$ cat config.mk
export PLATFORM = sky130hd
export DESIGN_NAME = cci_mpf_prim_arb_rr_wgt_flat
export DESIGN_NICKNAME = d
export VERILOG_FILES = /design/src/rtl/cci_mpf_prim_arb_rr_wgt_if.sv /design/src/rtl/cci_mpf_prim_arb_rr_wgt.sv /design/src/flat_wrapper.sv
export SDC_FILE = /design/constraint.sdc
export NUM_CORES = 1
export LEC_CHECK = 0
export CORE_ASPECT_RATIO = 0.9
export CORE_MARGIN = 1
export CORE_UTILIZATION = 44
export DETAILED_ROUTE_END_ITERATION = 8
export GPL_TIMING_DRIVEN = 0
export PLACE_DENSITY_LB_ADDON = 0.15
export SKIP_LAST_GASP = 1
export SYNTH_ARGS = -nofsm -noshare
export SYNTH_HDL_FRONTEND = slang
export SYNTH_SLANG_ARGS = --single-unit
export TNS_END_PERCENT = 10
$ cat constraint.sdc
create_clock -name clk -period 2.78 [get_ports clk]
set_clock_uncertainty 0.2 [all_clocks]
set_input_delay 0.417 -clock clk [delete_from_list [all_inputs] [get_ports clk]]
set_output_delay 0.417 -clock clk [all_outputs]
set_load 0.05 [all_outputs]
$ cat src/rtl/cci_mpf_prim_arb_rr_wgt_if.sv
// Request/grant bundle between requesters and the weighted round-robin arbiter.
// The master side owns requests and weights; the slave side (the arbiter) returns grants.
interface cci_mpf_prim_arb_rr_wgt_if #(
  parameter int unsigned NUM_CLIENTS = 4,
  parameter int unsigned WEIGHT_BITS = 4
);
  localparam int unsigned IdxW = $clog2(NUM_CLIENTS);

  logic                               ena;
  logic [NUM_CLIENTS-1:0]             request;
  logic [NUM_CLIENTS-1:0]             request_last;
  logic [NUM_CLIENTS*WEIGHT_BITS-1:0] weight;
  logic [NUM_CLIENTS-1:0]             grant;
  logic [IdxW-1:0]                    grantIdx;
  logic                               locked;

  modport master (
    output ena, request, request_last, weight,
    input  grant, grantIdx, locked
  );

  modport slave (
    input  ena, request, request_last, weight,
    output grant, grantIdx, locked
  );
endinterface

$ cat src/rtl/cci_mpf_prim_arb_rr_wgt.sv
// Round-robin arbiter with per-client weighted quanta and multi-beat packet locking.
// Grant is combinational; priority, ownership, credits and lock are registered.
module cci_mpf_prim_arb_rr_wgt #(
  parameter int unsigned NUM_CLIENTS = 4,
  parameter int unsigned WEIGHT_BITS = 4
) (
  input logic                        clk,
  input logic                        reset,
  cci_mpf_prim_arb_rr_wgt_if.slave   arb
);
  localparam int unsigned IdxW = $clog2(NUM_CLIENTS);

  logic [NUM_CLIENTS-1:0]   base_q;
  logic                     owner_valid_q;
  logic [IdxW-1:0]          owner_idx_q;
  logic [WEIGHT_BITS-1:0]   credits_q;
  logic                     lock_q;

  logic [2*NUM_CLIENTS-1:0] req_dbl;
  logic [2*NUM_CLIENTS-1:0] rr_dbl;
  logic [NUM_CLIENTS-1:0]   rr_win;
  logic [NUM_CLIENTS-1:0]   owner_oh;
  logic [NUM_CLIENTS-1:0]   winner;
  logic [IdxW-1:0]          win_idx;
  logic [WEIGHT_BITS-1:0]   weight_w;
  logic                     last_w;
  logic                     new_owner;
  logic                     fire;
  logic [WEIGHT_BITS-1:0]   credits_d;

  // Double-width subtract: the lowest request at or above base wins, wrapping to the low half.
  assign req_dbl = {arb.request, arb.request};
  assign rr_dbl  = req_dbl & ~(req_dbl - {{NUM_CLIENTS{1'b0}}, base_q});
  assign rr_win  = rr_dbl[NUM_CLIENTS-1:0] | rr_dbl[2*NUM_CLIENTS-1:NUM_CLIENTS];

  always_comb begin
    owner_oh = '0;
    owner_oh[owner_idx_q] = 1'b1;
  end

  always_comb begin
    if (lock_q) begin
      // Mid-packet: only the owner may proceed, and nobody else fills its bubbles.
      winner = arb.request[owner_idx_q] ? owner_oh : '0;
    end else if (owner_valid_q && (credits_q != '0) && arb.request[owner_idx_q]) begin
      winner = owner_oh;
    end else begin
      winner = rr_win;
    end
  end

  always_comb begin
    win_idx = '0;
    for (int i = 0; i < NUM_CLIENTS; i++) begin
      if (winner[i]) win_idx = IdxW'(i);
    end
  end

  assign arb.grant    = reset ? '0 : (winner & {NUM_CLIENTS{arb.ena}});
  assign arb.grantIdx = win_idx;
  assign arb.locked   = lock_q;

  assign weight_w  = arb.weight[int'(win_idx)*WEIGHT_BITS +: WEIGHT_BITS];
  assign last_w    = arb.request_last[win_idx];
  assign new_owner = !owner_valid_q || (win_idx != owner_idx_q);
  assign fire      = arb.ena && (winner != '0);

  always_comb begin
    if (new_owner) begin
      // A zero weight still earns a single grant.
      credits_d = (weight_w == '0) ? '0 : weight_w - WEIGHT_BITS'(1);
    end else begin
      credits_d = (credits_q == '0) ? '0 : credits_q - WEIGHT_BITS'(1);
    end
  end

  always_ff @(posedge clk) begin
    if (reset) begin
      base_q        <= {{(NUM_CLIENTS-1){1'b0}}, 1'b1};
      owner_valid_q <= 1'b0;
      owner_idx_q   <= '0;
      credits_q     <= '0;
      lock_q        <= 1'b0;
    end else if (fire) begin
      base_q        <= {winner[NUM_CLIENTS-2:0], winner[NUM_CLIENTS-1]};
      owner_idx_q   <= win_idx;
      owner_valid_q <= !(last_w && (credits_d == '0));
      credits_q     <= credits_d;
      lock_q        <= !last_w;
    end
  end

endmodule

$ cat src/flat_wrapper.sv
// flat-port wrapper written by rule: the top's interface ports become plain ports
module cci_mpf_prim_arb_rr_wgt_flat 
#(
  parameter int unsigned NUM_CLIENTS = 4,
  parameter int unsigned WEIGHT_BITS = 4
)
  (clk, reset, arb_ena, arb_request, arb_request_last, arb_weight, arb_grant, arb_grantIdx, arb_locked);
  cci_mpf_prim_arb_rr_wgt_if #(.NUM_CLIENTS(NUM_CLIENTS), .WEIGHT_BITS(WEIGHT_BITS)) arb_i ();
  input logic clk;
  input logic reset;
  input wire logic [$bits(arb_i.ena)-1:0] arb_ena;
  input wire logic [$bits(arb_i.request)-1:0] arb_request;
  input wire logic [$bits(arb_i.request_last)-1:0] arb_request_last;
  input wire logic [$bits(arb_i.weight)-1:0] arb_weight;
  output wire logic [$bits(arb_i.grant)-1:0] arb_grant;
  output wire logic [$bits(arb_i.grantIdx)-1:0] arb_grantIdx;
  output wire logic [$bits(arb_i.locked)-1:0] arb_locked;
  assign arb_i.ena = arb_ena;
  assign arb_i.request = arb_request;
  assign arb_i.request_last = arb_request_last;
  assign arb_i.weight = arb_weight;
  assign arb_grant = arb_i.grant;
  assign arb_grantIdx = arb_i.grantIdx;
  assign arb_locked = arb_i.locked;
  cci_mpf_prim_arb_rr_wgt #(.NUM_CLIENTS(NUM_CLIENTS), .WEIGHT_BITS(WEIGHT_BITS)) u_core (.clk(clk), .reset(reset), .arb(arb_i));
endmodule
==> impl_metrics.json, run 1 <==
{
  "drt.antenna.violating_nets": 0,
  "fin_nets": 245,
  "synth-simple-area-share_pct": 17.7,
  "synth_compound_area_share_pct": 42.2,
  "setup_slack_ns": -0.168,
  "hold_violations": 0,
  "cp-start-kind": "register",
  "layout-drive-gt1-share_pct": 36.6,
  "final_cell_area_um2": 2000,
  "ctsHoldBuffers": 0,
  "yosysTopAreaCellShare_pct": 18.0,
  "cts_sinks": 12,
  "grt_setup_unrepaired": "yes",
  "pwr_density_cell_nw_per_um2": 759,
  "wl_met3_um": 202,
  "fin_crit_sh_pct": 106,
  "critPathMaxFanout": 10,
  "mostFrequentLayoutCells": "clkdlybuf4s50_1, nand2_1, buf_4",
  "vias": 1475,
  "die_h_um": 54.2,
  "instances_no_fill": 253,
  "initial_core_util_pct": 47.3,
  "synth_top_family_by_area": "compound AO/OA/AOI/OAI gates",
  "synth_area_um2": 1330,
  "die_w_um": 60.0,
  "setup_viol": 12,
  "mostFrequentLayoutCell": "clkdlybuf4s50_1",
  "syn_area_per_cell_um2": 8.07,
  "dieArea_um2": 3250,
  "slew_viol_final": 0,
  "synthMuxAreaShare_pct": 8.65,
  "grt_overflow": 0,
  "fin_crit_ns": 2.95,
  "dp_cells": 238,
  "dp_hpwl_um": 2660,
  "highest_layer": "met4",
  "drc": 0,
  "grt_usage_pct": 23.5,
  "area_growth_syn_to_layout_pct": 50.2,
  "core_um2": 2820,
  "synth.area.top_cells": "dfxtp_1, nand2_1, nor2_1, o21ai_0, inv_1",
  "cts_tree": "yes",
  "holdWs_ns": 0.259,
  "diodes": 0,
  "synthArstFlopShare_pct": 0,
  "gp_congestion": 0.814,
  "ioPinCount": 34,
  "synthXorXnorAreaFrac_pct": 0.658,
  "wirelength_um": 3770,
  "dr.pass1.iters": 4,
  "ys_seq_area_share_pct": 18.0,
  "clock_latency_ns": 0.29,
  "met2WireLength_um": 1810,
  "synth_nets": 196,
  "status": "finished, violations left",
  "cts_buffers": 3,
  "antenna_found_initial": 0,
  "crit_path_end_kind": "register",
  "p_leak_nw": 0.800,
  "ir_worst_vdd_uv": 404,
  "rows": 18,
  "rr_startpoint": "u_core.base_q[2]",
  "yosysTopAreaCell": "dfxtp_1",
  "ys_warn_count": 0,
  "clockBufferDepth": 2,
  "critical_path_arrival_ns": 2.96,
  "drtIter0Drc": 78,
  "synth_ff_type": "dfxtp_1",
  "synth_adder_area_share_pct": 4.32,
  "p_total_mw": 1.52,
  "drt-met1-wl_um": 1720,
  "tightest_slew_ns": 0.494,
  "grt_max_degree": 11,
  "grt_pass1_vias": 1277,
  "violations": "setup timing",
  "detail_route.wl_per_cell_um": 14.9,
  "ys_ff_latch": 12,
  "clk_pin_slew_ns": 0.09,
  "drv_cap": 0,
  "port_buffers": 33,
  "place_area_um2": 1730,
  "crit_required_ns": 2.79,
  "cts_max_level": 1,
  "grt_pass1_wl_um": 5580,
  "critPathKind": "register to register",
  "n_fill_cell": 221,
  "syn-instance-count": 165,
  "hold_start": "u_core.base_q[2]",
  "max_freq_mhz": 339,
  "synth_cell_types": 54,
  "relSlewSlack_pct": 67.0,
  "synth-edff-count": 0,
  "min_path_type": "register to register",
  "root_buffer": "clkbuf_4",
  "vias_per_cell": 5.83,
  "cp-startpoint": "u_core.base_q[2]"
}
## stage by stage
step / setup TNS, ns / worst slack, ns / util [%]
final: -1.34 / -0.168 / 71.0
after global routing: -3.16 / -0.292 / 71.0
after CTS: -0.725 / -0.105 / 67.5
after detailed placement: -19.46 / -1.47 / 61.3
after global placement: -18.01 / -1.39 / 61.3
after floorplan: -0.429 / -0.0908 / -
## final timing paths
kind                         endpoint  slack [ns]  cells after the start
setup reg to reg  u_core.credits_q[1]       -0.17                     12
hold / removal       u_core.base_q[2]        0.26                      1
hold reg to reg      u_core.base_q[2]        0.26                      1
setup / recovery  u_core.credits_q[1]       -0.17                     12
## cells in the mapped netlist, types with 4 or more instances
| cell | count |
|---|---|
| nand2_1 | 16 |
| dfxtp_1 | 12 |
| mux2i_1 | 4 |
| a31oi_1 | 4 |
| nor2_1 | 16 |
| a21oi_1 | 8 |
| a21o_1 | 4 |
| nor3_1 | 4 |
| a21boi_1 | 4 |
| inv_1 | 13 |
| o21ai_0 | 10 |
| o22ai_1 | 5 |
## report_power, final
part / switching (mW) / leakage [nW] / total [mW] / internal (mW)
Clock: 0.0664 / 0.0210 / 0.146 / 0.0798
Combinational: 0.585 / 0.679 / 1.09 / 0.508
Sequential: 0.0627 / 0.100 / 0.279 / 0.216
## sequential cells by signal (all words and copies together) (netlist names)
register	flops
u_core.owner_valid_q	1
u_core.arb.locked	1
u_core.owner_idx_q	2
u_core.credits_q	4
u_core.base_q	4
## per-layer routing
| layer | vias up | GRT usage (%) |
|---|---|---|
| met5 | - | 0 |
| met4 | 0 | 5.04 |
| met3 | 3 | 2.88 |
| met2 | 65 | 43.0 |
| met1 | 690 | 29.3 |
| li1 | 717 | - |
## final cells by class
cell class                 count  area [um^2]  area share (%)
tap                           40         50.0            2.50
buffer                         5         52.6            2.63
inverter                      14         52.6            2.63
timing repair buffer          46          414            20.7
multi-input combinational    132         1150            57.3
clock buffer                   4         36.3            1.81
sequential                    12          248            12.4
## critical path, stage by stage, from the launching register on
cell	delay [ns]
dfxtp_2	0.34
inv_1	0.06
ha_4	0.24
a21oi_1	0.16
o21a_2	0.19
mux2i_2	0.27
nand2_1	0.12
a21bo_2	0.22
buf_8	0.15
mux2_4	0.34
a211oi_4	0.26
o311ai_1	0.13
a31oi_1	0.20
## cells by family (layout without fill, tap and decap cells)
logic type / after synthesis / in the layout
fa+ha+maj: 4 / 4
mux: 9 / 9
xor+xnor: 1 / 1
flops: 12 / 12
compound gates: 67 / 67
buf+inv: 21 / 69
simple gates: 51 / 51
## what timing repair did
| action | in CTS | in global routing |
|---|---|---|
| pin swaps | 10 | 7 |
| buffers inserted | 6 | 7 |
| setup endpoints to repair | 18 | 18 |
| resized for setup | 83 | 11 |
| gates cloned | 0 | 0 |
Power figures use the tool's default switching activity.
==> run 2: changes to the inputs <==
--- a/config.mk
+++ b/config.mk
@@ -5,12 +5,15 @@
 export SDC_FILE = /design/constraint.sdc
 export NUM_CORES = 1
 export LEC_CHECK = 0
+export CELL_PAD_IN_SITES_DETAIL_PLACEMENT = 1
+export CELL_PAD_IN_SITES_GLOBAL_PLACEMENT = 2
 export CORE_ASPECT_RATIO = 0.9
 export CORE_MARGIN = 1
-export CORE_UTILIZATION = 44
+export CORE_UTILIZATION = 25
 export DETAILED_ROUTE_END_ITERATION = 8
 export GPL_TIMING_DRIVEN = 0
 export PLACE_DENSITY_LB_ADDON = 0.15
+export REMOVE_ABC_BUFFERS = 1
 export SKIP_LAST_GASP = 1
 export SYNTH_ARGS = -nofsm -noshare
 export SYNTH_HDL_FRONTEND = slang
==> impl_metrics.json, run 2 (synthesis gave the netlist of run 1 again) <==
{
  "status": "finished, violations left",
  "violations": "setup timing",
  "clockBufferDepth": 2,
  "core_um2": 4980,
  "detail_route.wl_per_cell_um": 16.5,
  "r2r_slack_ns": -0.15,
  "gp_congestion": 0.735,
  "grt_setup_unrepaired": "yes",
  "grt_overflow": 0,
  "clk_pin_slew_ns": 0.06,
  "drv_cap": 0,
  "post-route-util_pct": 45.9,
  "initial_core_util_pct": 26.7,
  "p_total_mw": 1.79,
  "setup_viol": 16,
  "hold_start": "u_core.base_q[3]",
  "die_h_um": 71.2,
  "tightest_slew_ns": 0.528,
  "r2r-end": "u_core.credits_q[0]",
  "clock_latency_ns": 0.24,
  "root_buffer": "clkbuf_8",
  "diodes": 0,
  "place_area_um2": 1680,
  "grt_max_degree": 14,
  "dp_cells": 256,
  "drc": 0,
  "cts_tree": "yes",
  "pwr_density_cell_nw_per_um2": 780,
  "setup_slack_ns": -0.151,
  "dp_hpwl_um": 3360,
  "reg_top3": "u_core.base_q: 4 flops, u_core.credits_q: 4 flops, u_core.owner_idx_q: 2 flops",
  "layout-drive-gt1-share_pct": 49.8,
  "mostFrequentLayoutCell": "buf_4",
  "critical_path_arrival_ns": 2.89,
  "hold-path-cell-count": 1,
  "antenna_found_initial": 0,
  "fin_nets": 259,
  "ioPinCount": 34,
  "fin_tns_setup_ns": -1.49,
  "cp-start-kind": "register",
  "crit_required_ns": 2.74,
  "slew_viol_final": 0,
  "holdPathEnd": "u_core.base_q[3]",
  "rows": 24,
  "drt.antenna.violating_nets": 0,
  "fin_crit_sh_pct": 105,
  "crit_path_end_kind": "register",
  "hold_violations": 0,
  "fin_crit_ns": 2.93,
  "grtUsageMet2_pct": 30.2,
  "p_leak_nw": 0.900,
  "cts_max_level": 1,
  "vias": 1495,
  "relSlewSlack_pct": 64.7,
  "instances_no_fill": 292,
  "final_cell_area_um2": 2290,
  "drtIter0Drc": 61,
  "dieArea_um2": 5620,
  "critPathKind": "register to register",
  "grt_pass1_vias": 1514,
  "ir_worst_vdd_uv": 263,
  "grt_usage_pct": 17.0,
  "die_w_um": 78.9,
  "critPathMaxFanout": 5,
  "wirelength_um": 4830,
  "dr.pass1.iters": 4,
  "grt_pass1_wl_um": 7520,
  "min_path_type": "register to register",
  "use_met1_pct": 22.0,
  "mostFrequentLayoutCells": "buf_4, clkdlybuf4s50_1, nand2_1",
  "vias_per_cell": 5.12,
  "busiest_layer": "met2",
  "cts_sinks": 12,
  "rr_worst_depth": 13,
  "grtUsageMet3_pct": 1.66,
  "cts_buffers": 3,
  "area_growth_syn_to_layout_pct": 72.0,
  "max_freq_mhz": 341,
  "port_buffers": 33,
  "rr_startpoint": "u_core.base_q[0]"
}
## run 2: through the flow
stage	setup WS, ns	hold slack, ns
2_1_floorplan	-0.695	0.227
3_3_place_gp	-1.58	0.247
3_5_place_dp	-1.62	0.265
4_1_cts	-0.108	0.257
5_1_grt	-0.280	0.279
6_report	-0.151	0.260
## run 2: layer usage
layer	wire length [um]	vias up	part of all wire [%]
met2	2360	36	49
li1	-	742	-
met4	51	0	1.1
met3	149	4	3.1
met5	0	-	0
met1	2270	713	47
## run 2: worst max path at each step
| stage | end | from | slack [ns] |
|---|---|---|---|
| after floorplan | u_core.owner_idx_q[0] | arb_request[1] | -0.70 |
| after global placement | arb_grantIdx[0] | arb_request[1] | -1.58 |
| after detailed placement | arb_grantIdx[0] | arb_request[1] | -1.62 |
| after CTS | u_core.credits_q[2] | u_core.base_q[0] | -0.11 |
| after global routing | u_core.credits_q[1] | u_core.base_q[3] | -0.28 |
| final | u_core.credits_q[0] | u_core.base_q[0] | -0.15 |
## run 2: repair_timing
| item | in CTS | in global routing |
|---|---|---|
| resized for setup | 124 | 23 |
| gates cloned | 0 | 1 |
| hold buffers | 0 | 0 |
| buffers inserted | 22 | 9 |
| pin swaps | 23 | 16 |
| endpoints found under the setup margin | 18 | 18 |
| endpoints found under the hold margin | 0 | 0 |
## run 2: critical path, cell delays in order, from the launching register on
cell	delay, ns
dfxtp_2	0.32
nor2b_4	0.12
fa_2	0.37
xnor2_2	0.20
a21oi_2	0.10
a32oi_4	0.39
buf_6	0.17
a21oi_2	0.05
nand3b_1	0.13
o41ai_4	0.11
buf_6	0.15
a311oi_2	0.29
a211oi_2	0.05
nor3_1	0.18
## run 2: final cells by class
| class | instances | area [um^2] |
|---|---|---|
| clock buffers | 4 | 55.1 |
| fillers | 583 | 2700 |
| inverters | 14 | 55.1 |
| multi-input cells | 132 | 1250 |
| flip-flops and latches | 12 | 251 |
| well taps | 65 | 81.3 |
| repair buffers | 65 | 599 |
## run 2: report_power, final
| part | internal (mW) | switching [mW] |
|---|---|---|
| logic | 0.623 | 0.672 |
| registers | 0.218 | 0.0745 |
| clock network | 0.125 | 0.0729 |
==> run 3: changes to the inputs <==
--- a/config.mk
+++ b/config.mk
@@ -5,11 +5,12 @@
 export SDC_FILE = /design/constraint.sdc
 export NUM_CORES = 1
 export LEC_CHECK = 0
+export ABC_AREA = 1
 export CELL_PAD_IN_SITES_DETAIL_PLACEMENT = 1
 export CELL_PAD_IN_SITES_GLOBAL_PLACEMENT = 2
 export CORE_ASPECT_RATIO = 0.9
 export CORE_MARGIN = 1
-export CORE_UTILIZATION = 25
+export CORE_UTILIZATION = 22
 export DETAILED_ROUTE_END_ITERATION = 8
 export GPL_TIMING_DRIVEN = 0
 export PLACE_DENSITY_LB_ADDON = 0.15
==> impl_metrics.json, run 3 <==
{
  "clock_latency_ns": 0.24,
  "crit_family": "simple AND/OR/NAND/NOR gates",
  "reg_top3": "u_core.base_q: 4 flops, u_core.credits_q: 4 flops, u_core.owner_idx_q: 2 flops",
  "synth.area.top_cells": "nand2_1, dfxtp_1, inv_1, nor2_1, nand2_2",
  "synth_cell_types": 31,
  "grt_pass1_vias": 1580,
  "hold-path-cell-count": 2,
  "synth-edff-count": 0,
  "crit_required_ns": 2.72,
  "setup_viol": 2,
  "netlist_top_cells_count": "nand2_1, inv_1, nor2_1, nand3_1, nand2_2",
  "gp_congestion": 0.758,
  "rr_worst_depth": 20,
  "holdPathEnd": "u_core.base_q[0]",
  "synth_area_um2": 1370,
  "max_freq_mhz": 354,
  "clockBufferDepth": 2,
  "pre_cts_slack_ns": -1.29,
  "path_cells": "nand2_2, inv_2, fa_2, o21ai_2, nand2_1, nand2_1, nand2_1, nand3b_1, nand2_2, nor2_4, buf_6, nand2_4, o21ai_4, nand3_2, nand2_2, nand2_2, nor2_2, nand3_1, nand2_1, inv_1",
  "synthArstFlopShare_pct": 0,
  "fin_crit_ns": 2.82,
  "detail_route.wl_per_cell_um": 12.4,
  "root_buffer": "clkbuf_8",
  "mostFrequentLayoutCells": "nand2_1, inv_1, nor2_1",
  "drtIter0Drc": 40,
  "port_buffers": 33,
  "rr_startpoint": "u_core.base_q[0]",
  "ioPinCount": 34,
  "relSlewSlack_pct": 67.4,
  "r2r_slack_ns": -0.04,
  "critPathKind": "register to register",
  "drt.antenna.violating_nets": 0,
  "die_h_um": 76.7,
  "die_w_um": 85.0,
  "dp_hpwl_um": 3470,
  "grt_setup_unrepaired": "yes",
  "post-synth-top-count-cell": "nand2_1",
  "dieArea_um2": 6520,
  "core_um2": 5820,
  "cts_tree": "yes",
  "hold_start": "u_core.base_q[0]",
  "p_total_mw": 2.20,
  "ys_seq_area_share_pct": 17.6,
  "vias_per_cell": 4.54,
  "critical_path_arrival_ns": 2.76,
  "r2r-end": "u_core.owner_valid_q",
  "grt_usage_pct": 14.2,
  "max_stage_delay_ns": 0.40,
  "yosysTopAreaCell": "nand2_1",
  "combPwrFrac_pct": 77.4,
  "syn-instance-count": 238,
  "cts_sinks": 12,
  "fin_crit_sh_pct": 102,
  "status": "finished, violations left",
  "fin_nets": 311,
  "vias": 1585,
  "pwr_density_cell_nw_per_um2": 1090,
  "rows": 26,
  "seqPwrFrac_pct": 14.1,
  "power_frac_clock_pct": 8.5,
  "cp-start-kind": "register",
  "violations": "setup timing",
  "wirelength_um": 4330,
  "ys_warn_count": 0,
  "area_growth_syn_to_layout_pct": 48.0,
  "layout-drive-gt1-share_pct": 30.1,
  "ctsHoldBuffers": 0,
  "dr.pass1.iters": 4,
  "post-route-util_pct": 34.7,
  "slowest_stage": "fa_2",
  "drc": 0,
  "cts_max_level": 1,
  "grt_pass1_wl_um": 7510,
  "switchingPower_mw": 1.22,
  "critPathMaxFanout": 5,
  "hold_violations": 0,
  "grt_max_degree": 15,
  "syn_area_per_cell_um2": 5.74,
  "ys_ff_latch": 12,
  "mostFrequentLayoutCell": "nand2_1",
  "min_path_type": "register to register",
  "p_leak_nw": 0.969,
  "holdWs_ns": 0.279,
  "crit_path_end_kind": "register",
  "initial_core_util_pct": 23.4,
  "switching_share_pct": 55.3,
  "n_fill_cell": 742,
  "cts_buffers": 3,
  "synth_ff_type": "dfxtp_1",
  "path_buf_inv": 3,
  "drv_cap": 0,
  "ir_worst_vdd_uv": 367,
  "antenna_found_initial": 0,
  "slew_viol_final": 0,
  "internal_power_mw": 0.984,
  "diodes": 0,
  "tightest_slew_ns": 0.488,
  "clk_pin_slew_ns": 0.05,
  "grt_overflow": 0,
  "yosysTopAreaCellShare_pct": 18.7,
  "setup_slack_ns": -0.0436
}
run 3: routing by layer:
metal | GRT usage, % | up-vias | part of all wire, %
li1 | - | 837 | -
met1 | 19.8 | 732 | 51
met2 | 23.1 | 14 | 47
met3 | 2.48 | 2 | 2.3
met4 | 2.54 | 0 | 0.18
met5 | 0 | - | 0
run 3: stage by stage:
stage                     area (um^2)  cells  TNS (ns)
after global placement           1750    337    -17.85
final                            2020    349   -0.0740
after global routing             2020    349     -2.01
after detailed placement         1750    337    -18.22
after floorplan                  1330    234    -0.985
after CTS                        1900    348    -0.152
run 3: worst max path at each step:
stage	start	end	slack [ns]	cells after the start
2_1_floorplan	arb_request[0]	u_core.owner_valid_q	-0.25	22
3_3_place_gp	arb_request[1]	arb_grantIdx[0]	-1.29	13
3_5_place_dp	arb_request[1]	arb_grantIdx[0]	-1.29	13
4_1_cts	u_core.base_q[0]	u_core.owner_valid_q	-0.06	23
5_1_grt	u_core.base_q[0]	u_core.owner_valid_q	-0.27	22
6_report	u_core.base_q[0]	u_core.owner_valid_q	-0.04	20
run 3: power by group through the flow:
stage | registers, mW | clock network [mW] | logic (mW)
finish | 0.311 | 0.187 | 1.70
global route | 0.325 | 0.202 | 1.93
CTS | 0.310 | 0.195 | 1.51
detailed placement | 0.311 | 0 | 1.37
global placement | 0.309 | 0 | 1.38
floorplan | 0.307 | 0 | 1.00
run 3: what timing repair did:
| action | CTS | global route |
|---|---|---|
| gates cloned | 1 | 0 |
| setup endpoints to repair | 18 | 12 |
| resized for setup | 54 | 38 |
| setup buffers | 6 | 1 |
| pin swaps | 8 | 23 |
| endpoints found under the hold margin | 0 | 0 |
run 3: worst reg2reg max path, stage by stage, from the launching register on:
cell and delay [ns]:
dfxtp_2 0.33, nand2_2 0.07, inv_2 0.04, fa_2 0.40, o21ai_2 0.17, nand2_1 0.07
nand2_1 0.06, nand2_1 0.05, nand3b_1 0.10, nand2_2 0.10, nor2_4 0.19, buf_6 0.16
nand2_4 0.06, o21ai_4 0.20, nand3_2 0.09, nand2_2 0.08, nand2_2 0.06, nor2_2 0.11
nand3_1 0.09, nand2_1 0.08, inv_1 0.03
run 3: cell families (layout without fill, tap and decap cells):
kind of cell               count (synthesis)  in the layout  share of synthesized area, %
adders and majority gates                  4              4                          4.22
xor gates and xnor gates                   1              1                         0.642
DFF                                       12             12                          17.6
AOI/OAI and AO/OA                         30             30                          12.7
and+or+nand+nor                          146            147                          51.1
buffers and inverters                     45             85                          13.7
run 3: area by class of cell:
cell class	instances	area [um^2]	share of cell area (%)
multi-input combinational	182	1090	54.2
timing repair buffer	40	377	18.6
sequential	12	243	12.0
inverter	41	164	8.11
tap	70	87.6	4.33
clock buffer	4	55.1	2.72
